[config.mk]
export PLATFORM = sky130hd
export DESIGN_NAME = bomb_drop_flat
export DESIGN_NICKNAME = d
export VERILOG_FILES = /design/src/rtl/game_pkg.sv /design/src/rtl/bomb_drop_if.sv /design/src/rtl/frame_edge_det.sv /design/src/rtl/bomb_drop.sv /design/src/flat_wrapper.sv
export SDC_FILE = /design/constraint.sdc
export NUM_CORES = 1
export LEC_CHECK = 0
export BUFFER_PORTS_ARGS = -buffer_cell sky130_fd_sc_hd__buf_4
export CAP_MARGIN = 20
export CORE_MARGIN = 5
export CORE_UTILIZATION = 25
export DETAILED_ROUTE_END_ITERATION = 7
export GPL_ROUTABILITY_DRIVEN = 0
export HOLD_SLACK_MARGIN = 0.08
export PLACE_DENSITY = 0.51
export SYNTH_ARGS = -nofsm -noshare
export SYNTH_HDL_FRONTEND = slang
export SYNTH_SLANG_ARGS = --single-unit
[constraint.sdc]
create_clock -name Clk -period 5.5 [get_ports Clk]
set_input_delay 0.825 -clock Clk [delete_from_list [all_inputs] [get_ports Clk]]
set_output_delay 0.825 -clock Clk [all_outputs]
set_load 0.05 [all_outputs]
[src/rtl/game_pkg.sv]
// Shared game constants, bomb FSM state type and sprite helpers.
// Also consumed by the plane, player and colour mapper blocks.
package game_pkg;

  localparam int SCREEN_W    = 640;
  localparam int SCREEN_H    = 480;
  localparam int GROUND_Y    = 440;
  localparam int BOMB_W      = 12;
  localparam int BOMB_H      = 12;
  localparam int DROP_Y_OFF  = 19;
  localparam int FALL_STEP   = 2;
  localparam int CHAR_W      = 20;
  localparam int CHAR_H      = 30;
  localparam int EXPL_FRAMES = 30;
  localparam int PHASE_LEN   = EXPL_FRAMES / 3;
  localparam int SPRITE_SZ   = BOMB_W * BOMB_H;
  localparam int CNT_W       = $clog2(EXPL_FRAMES);

  typedef enum logic [1:0] {
    IDLE,
    FALL,
    EXPLODE
  } bomb_state_t;

  // ROM base of the explosion frame shown for a given frame count
  function automatic logic [15:0] expl_base(
    input logic [CNT_W-1:0] cnt
  );
    if (cnt < CNT_W'(PHASE_LEN))
      return 16'(SPRITE_SZ);
    else if (cnt < CNT_W'(2 * PHASE_LEN))
      return 16'(2 * SPRITE_SZ);
    else
      return 16'(3 * SPRITE_SZ);
  endfunction

endpackage

[src/rtl/bomb_drop_if.sv]
// Launch handshake between the enemy plane and the bomb.
// The plane drives the drop request, the bomb reports when it is re-armed.
interface bomb_drop_if;

  logic       launch;
  logic [9:0] start_x;
  logic [9:0] start_y;
  logic       explored;

  modport master (
    output launch,
    output start_x,
    output start_y,
    input  explored
  );

  modport slave (
    input  launch,
    input  start_x,
    input  start_y,
    output explored
  );

endinterface

[src/rtl/frame_edge_det.sv]
// Turns the slow frame strobe into a one-Clk pulse in the Clk domain.
// Output lags the strobe rising edge by two Clk cycles.
module frame_edge_det (
  input  logic Clk,
  input  logic frame_clk,
  output logic fe
);

  logic frame_d;

  always_ff @(posedge Clk) begin
    frame_d <= frame_clk;
    fe      <= frame_clk & ~frame_d;
  end

endmodule

[src/rtl/bomb_drop.sv]
// Falling bomb: latches a drop, falls per frame, detects impact,
// plays a three-phase explosion and drives the sprite draw path.
module bomb_drop
  import game_pkg::*;
(
  input  logic        Clk,
  input  logic        Reset,
  input  logic        frame_clk,
  bomb_drop_if.slave  lnch,
  input  logic [9:0]  char_x,
  input  logic [9:0]  char_y,
  input  logic [9:0]  DrawX,
  input  logic [9:0]  DrawY,
  output logic        hit,
  output logic        is_bomb,
  output logic [15:0] addr,
  output logic [9:0]  bomb_x,
  output logic [9:0]  bomb_y
);

  bomb_state_t      state, state_n;
  logic [9:0]       bx_n, by_n;
  logic [CNT_W-1:0] cnt, cnt_n;
  logic             hit_n;
  logic             expl_q, expl_n;
  logic             fe;
  logic [10:0]      drop_y, fall_y;
  logic             overlap;

  frame_edge_det u_fe (
    .Clk       (Clk),
    .frame_clk (frame_clk),
    .fe        (fe)
  );

  assign lnch.explored = expl_q;

  assign drop_y = {1'b0, lnch.start_y} + 11'(DROP_Y_OFF);
  assign fall_y = {1'b0, bomb_y} + 11'(FALL_STEP);

  // 11-bit compares so edges near 1023 cannot wrap
  assign overlap =
    ({1'b0, bomb_x} + 11'(BOMB_W) > {1'b0, char_x}) &&
    ({1'b0, bomb_x} < {1'b0, char_x} + 11'(CHAR_W)) &&
    ({1'b0, bomb_y} + 11'(BOMB_H) > {1'b0, char_y}) &&
    ({1'b0, bomb_y} < {1'b0, char_y} + 11'(CHAR_H));

  always_ff @(posedge Clk) begin
    if (!Reset) begin
      state  <= IDLE;
      bomb_x <= '0;
      bomb_y <= '0;
      cnt    <= '0;
      hit    <= 1'b0;
      expl_q <= 1'b1;
    end else begin
      state  <= state_n;
      bomb_x <= bx_n;
      bomb_y <= by_n;
      cnt    <= cnt_n;
      hit    <= hit_n;
      expl_q <= expl_n;
    end
  end

  always_comb begin
    state_n = state;
    bx_n    = bomb_x;
    by_n    = bomb_y;
    cnt_n   = cnt;
    hit_n   = 1'b0;
    expl_n  = expl_q;
    unique case (state)
      IDLE: begin
        expl_n = 1'b1;
        if (lnch.launch) begin
          state_n = FALL;
          bx_n    = lnch.start_x;
          by_n    = (drop_y >= 11'(GROUND_Y)) ?
                    10'(GROUND_Y) : drop_y[9:0];
          expl_n  = 1'b0;
        end
      end
      FALL: begin
        if (fe) begin
          if (overlap) begin
            hit_n   = 1'b1;
            state_n = EXPLODE;
          end else if (fall_y >= 11'(GROUND_Y)) begin
            by_n    = 10'(GROUND_Y);
            state_n = EXPLODE;
          end else begin
            by_n = fall_y[9:0];
          end
        end
      end
      EXPLODE: begin
        if (fe) begin
          if (cnt == CNT_W'(EXPL_FRAMES - 1)) begin
            cnt_n   = '0;
            state_n = IDLE;
            expl_n  = 1'b1;
          end else begin
            cnt_n = cnt + 1'b1;
          end
        end
      end
      default: state_n = IDLE;
    endcase
  end

  logic [10:0] dx, dy;
  logic [15:0] base;

  assign dx = {1'b0, DrawX} - {1'b0, bomb_x};
  assign dy = {1'b0, DrawY} - {1'b0, bomb_y};

  assign is_bomb = (state != IDLE) &&
                   !dx[10] && (dx[9:0] < 10'(BOMB_W)) &&
                   !dy[10] && (dy[9:0] < 10'(BOMB_H));

  assign base = (state == EXPLODE) ? expl_base(cnt) : 16'd0;

  assign addr = is_bomb ?
                16'(dy[9:0]) * 16'(BOMB_W) + 16'(dx[9:0]) + base :
                16'd0;

endmodule

[src/flat_wrapper.sv]
// flat-port wrapper written by rule: the top's interface ports become plain ports
module bomb_drop_flat import game_pkg::*;
  (Clk, Reset, frame_clk, char_x, char_y, DrawX, DrawY, hit, is_bomb, addr, bomb_x, bomb_y, lnch_launch, lnch_start_x, lnch_start_y, lnch_explored);
  bomb_drop_if lnch_i ();
  input  logic Clk;
  input  logic Reset;
  input  logic frame_clk;
  input  logic [9:0] char_x;
  input  logic [9:0] char_y;
  input  logic [9:0] DrawX;
  input  logic [9:0] DrawY;
  output logic hit;
  output logic is_bomb;
  output logic [15:0] addr;
  output logic [9:0] bomb_x;
  output logic [9:0] bomb_y;
  input wire logic [$bits(lnch_i.launch)-1:0] lnch_launch;
  input wire logic [$bits(lnch_i.start_x)-1:0] lnch_start_x;
  input wire logic [$bits(lnch_i.start_y)-1:0] lnch_start_y;
  output wire logic [$bits(lnch_i.explored)-1:0] lnch_explored;
  assign lnch_i.launch = lnch_launch;
  assign lnch_i.start_x = lnch_start_x;
  assign lnch_i.start_y = lnch_start_y;
  assign lnch_explored = lnch_i.explored;
  bomb_drop u_core (.Clk(Clk), .Reset(Reset), .frame_clk(frame_clk), .lnch(lnch_i), .char_x(char_x), .char_y(char_y), .DrawX(DrawX), .DrawY(DrawY), .hit(hit), .is_bomb(is_bomb), .addr(addr), .bomb_x(bomb_x), .bomb_y(bomb_y));
endmodule
==> metrics <==
status finished with violations; failing checks negative setup slack; Cells after DPL roughly 1,200; fin nets between 1,000 and 1,500; FP Rows 53; first-pass iteration count of the detailed router 4; Core Area 0.0210 mm²; period utilisation layout 1.08; WHS around 380 ps; CP dominant cell by count fa_2; final core utilization 0.364; power density over the cells 409 mW/mm²; Synth Register Bits 31; unrepaired setup endpoints after global routing yes; fillers 2,237; leading post-synthesis cells by cell area ha_1 22%, dfxtp_1 12%, xnor2_1 7.4%, inv_1 5.5%, a21oi_1 4.9%; layout cell share with drive strength beyond 1 0.316; cell family with most CP delay adder cells; Crit Path Max Fanout 4; leakage 3.45 nW; Worst path slowest cell fa_2; DR vias about 5,600; top cell type's share of synthesized area 0.216; TritonCTS clock tree done; H-tree depth 2; area of the multi-input gates 0.00460 mm²; Avg WL per Cell 13.8 µm; Max Cap Viol 0; Pint between 1.5 and 2 mW; syn_nets 873; first-pass GRT wire length around 27,000 µm; worst reg2reg path startpoint u_core.bomb_x[2]; pin count of the biggest net entering global routing 19; CTS Buf Count 5; clk sink count 31; maximum clock insertion buffer count 2; worst r2r path cells 15; Hold-fix buffers, CTS 0; largest area contributor in the netlist ha_1; Synth Flop Type dfxtp_1; Synth Instances 712; WL final 16,300 µm; Hold Path Depth 1; Post-synth ARST share 0; CP Launch Type primary input; sequential share of power 0.082; P&R area growth vs syn 43.5%; r2r endpoint u_core.bomb_y[0]; root buf cell clkbuf_16; Hold Fails Final Rpt 0; CP Depth 20; WP data arrival 5100 ps; sequential cell area 622 µm²; Tightest Hold Check Type reg2reg; clock skew 9.69 ps; fmax 169 MHz; IO Count 103; max_slew headroom 0.537; antenna-violating nets left 0; Setup violations, final 5; Non-Filler Instances 1,185; Tmin final 5920 ps; maximum vdd ir drop 163 µV; total power draw 3.12 mW; sequential share of the synthesized area 0.117; dpl ws -530 ps; CP max stage delay around 460 ps; Combinational Power Share 0.816; initial antenna violation count 1; total gr overflow 0; DRC viols 0; Sw Pwr around 1.4 mW; Worst setup startpoint DrawY[0]; Final Slew Violations 0; I/O Buffers 101; Post-synth EDFFs 0; initial DRC count 274; syn_area_per_cell ~7.5 µm²; DPL Wire Length 13,900 µm; Die Ht approximately 160 µm; initial cell density of the core 0.254; net switching share of the total power 0.435; reg2reg setup slack 1920 ps; post-synth cell types 81; DR vias/cell 4.72; Die X 156 µm; die area 0.0243 mm²; Buf/Inv on CP 6; worst-path cell chain buf_8 -> inv_12 -> ha_4 -> inv_2 -> fa_2 -> ha_4 -> fa_2 -> xor2_1 -> ha_2 -> buf_4 -> xnor2_2 -> inv_1 -> fa_2 -> o41ai_4 -> a21oi_2 -> or2_1 -> a2bb2oi_1 -> nor4b_2 -> and4b_2 -> buf_8; Setup CP Type in2out; vias in the first global route 5,621; Worst Slack Setup Final -422 ps; crit path to addr[14]; Skew-Pair Late Insertion Delay 280 ps; kind of end point of the critical path output port; Least-Margin Pin Slew 692 ps; synth warn 0; CTS clk-pin slew, worst paths ~50 ps; CP required 4680 ps; gr usage total 0.134; clock power share 0.101; Post-Syn Area 0.00532 mm²
## sequential cells by signal, indices dropped and copies added (netlist names)
signal and flops:
u_core.lnch.explored 1, u_core.u_fe.frame_d 1, u_core.u_fe.fe 1, u_core.bomb_y 10
u_core.state 2, u_core.cnt 5, u_core.bomb_x 10, u_core.hit 1
## power groups by stage
stage / Combinational (mW) / Sequential, mW / Clock, mW
3_5_place_dp: 2.30 / 0.262 / 0
3_3_place_gp: 2.29 / 0.262 / 0
6_report: 2.55 / 0.258 / 0.317
2_1_floorplan: 1.42 / 0.308 / 0
5_1_grt: 2.84 / 0.260 / 0.331
4_1_cts: 2.52 / 0.258 / 0.325
## metrics by stage
stage | TNS, ps | cell area, µm²
detailed placement | -2230 | 7180
finish | -1320 | 7630
global placement | -1830 | 7180
floorplan | -753 | 5490
CTS | -1190 | 7570
global route | -3130 | 7630
## synth_stat cells (all sizes together) (4+ instances only)
| library cell | number |
|---|---|
| nand2b | 10 |
| or4 | 4 |
| nand4 | 9 |
| or3 | 4 |
| clkbuf | 6 |
| and3 | 9 |
| dfxtp | 31 |
| xor2 | 16 |
| o2111ai | 4 |
| nand2 | 51 |
| o221a | 4 |
| inv | 80 |
| nor3 | 24 |
| o21a | 12 |
| nor2 | 68 |
| or2 | 5 |
| xnor2 | 46 |
| nor4b | 4 |
| o21ai | 42 |
| nor4 | 4 |
| ha | 92 |
| o21bai | 4 |
| a31oi | 5 |
| a211oi | 14 |
| o211ai | 8 |
| a21oi | 52 |
| buf | 7 |
| nor2b | 10 |
| fa | 5 |
| nand3 | 16 |
| o31ai | 5 |
| a21o | 9 |
## how the worst min path moves through the flow
stage                              startpoint              to  slack (ps)
after floorplan           u_core.u_fe.frame_d  u_core.u_fe.fe         370
after global placement    u_core.u_fe.frame_d  u_core.u_fe.fe         380
after detailed placement  u_core.u_fe.frame_d  u_core.u_fe.fe         380
after CTS                 u_core.u_fe.frame_d  u_core.u_fe.fe         390
after global routing      u_core.u_fe.frame_d  u_core.u_fe.fe         430
final                     u_core.u_fe.frame_d  u_core.u_fe.fe         380
## final cells by class
cell class / count / share of cell area
multi-input cells: 586 / 0.603
repair buffers: 203 / 0.206
flip-flops and latches: 31 / 0.0815
well taps: 275 / 0.0451
inverters: 81 / 0.0415
clock buffers: 5 / 0.0164
clock inverters: 3 / 0.00574
diodes: 1 / 0.000328
## metal layers
| metal | vias up | global-route usage | part of all wire |
|---|---|---|---|
| met5 | - | 0 | 0 |
| met4 | 0 | 0.0229 | 0.013 |
| met3 | 16 | 0.0236 | 0.054 |
| met2 | 119 | 0.230 | 0.46 |
| met1 | 2515 | 0.179 | 0.47 |
| li1 | 2947 | - | - |
## timing repair
item | CTS | global route
cloned | 0 | 0
gates resized for setup | 33 | 7
endpoints found under the setup margin | 6 | 16
endpoints found under the hold margin | 0 | 0
pin swaps | 25 | 12
buffers inserted | 10 | 3
## kinds of logic (layout without fill, tap and decap cells)
family | after synthesis | after routing | share of synthesized area
compound gates | 195 | 195 | 0.245
xor+xnor | 62 | 62 | 0.104
fa+ha+maj | 97 | 97 | 0.235
buf+inv | 95 | 292 | 0.0772
flops | 31 | 31 | 0.117
mux | 4 | 4 | 0.00776
other cells | 1 | 2 | 0.000705
simple gates | 227 | 227 | 0.214
## placed cells by master, fill, tap and decap left out, types with 14 or more instances in the layout
cell,n
nor3_1,22
nor2_1,61
nand3_1,14
dfxtp_1,30
xnor2_1,41
a21oi_1,44
nand2_1,51
buf_4,194
inv_1,73
ha_1,85
o21ai_0,35
No activity file was read; power rests on OpenSTA's default activity.
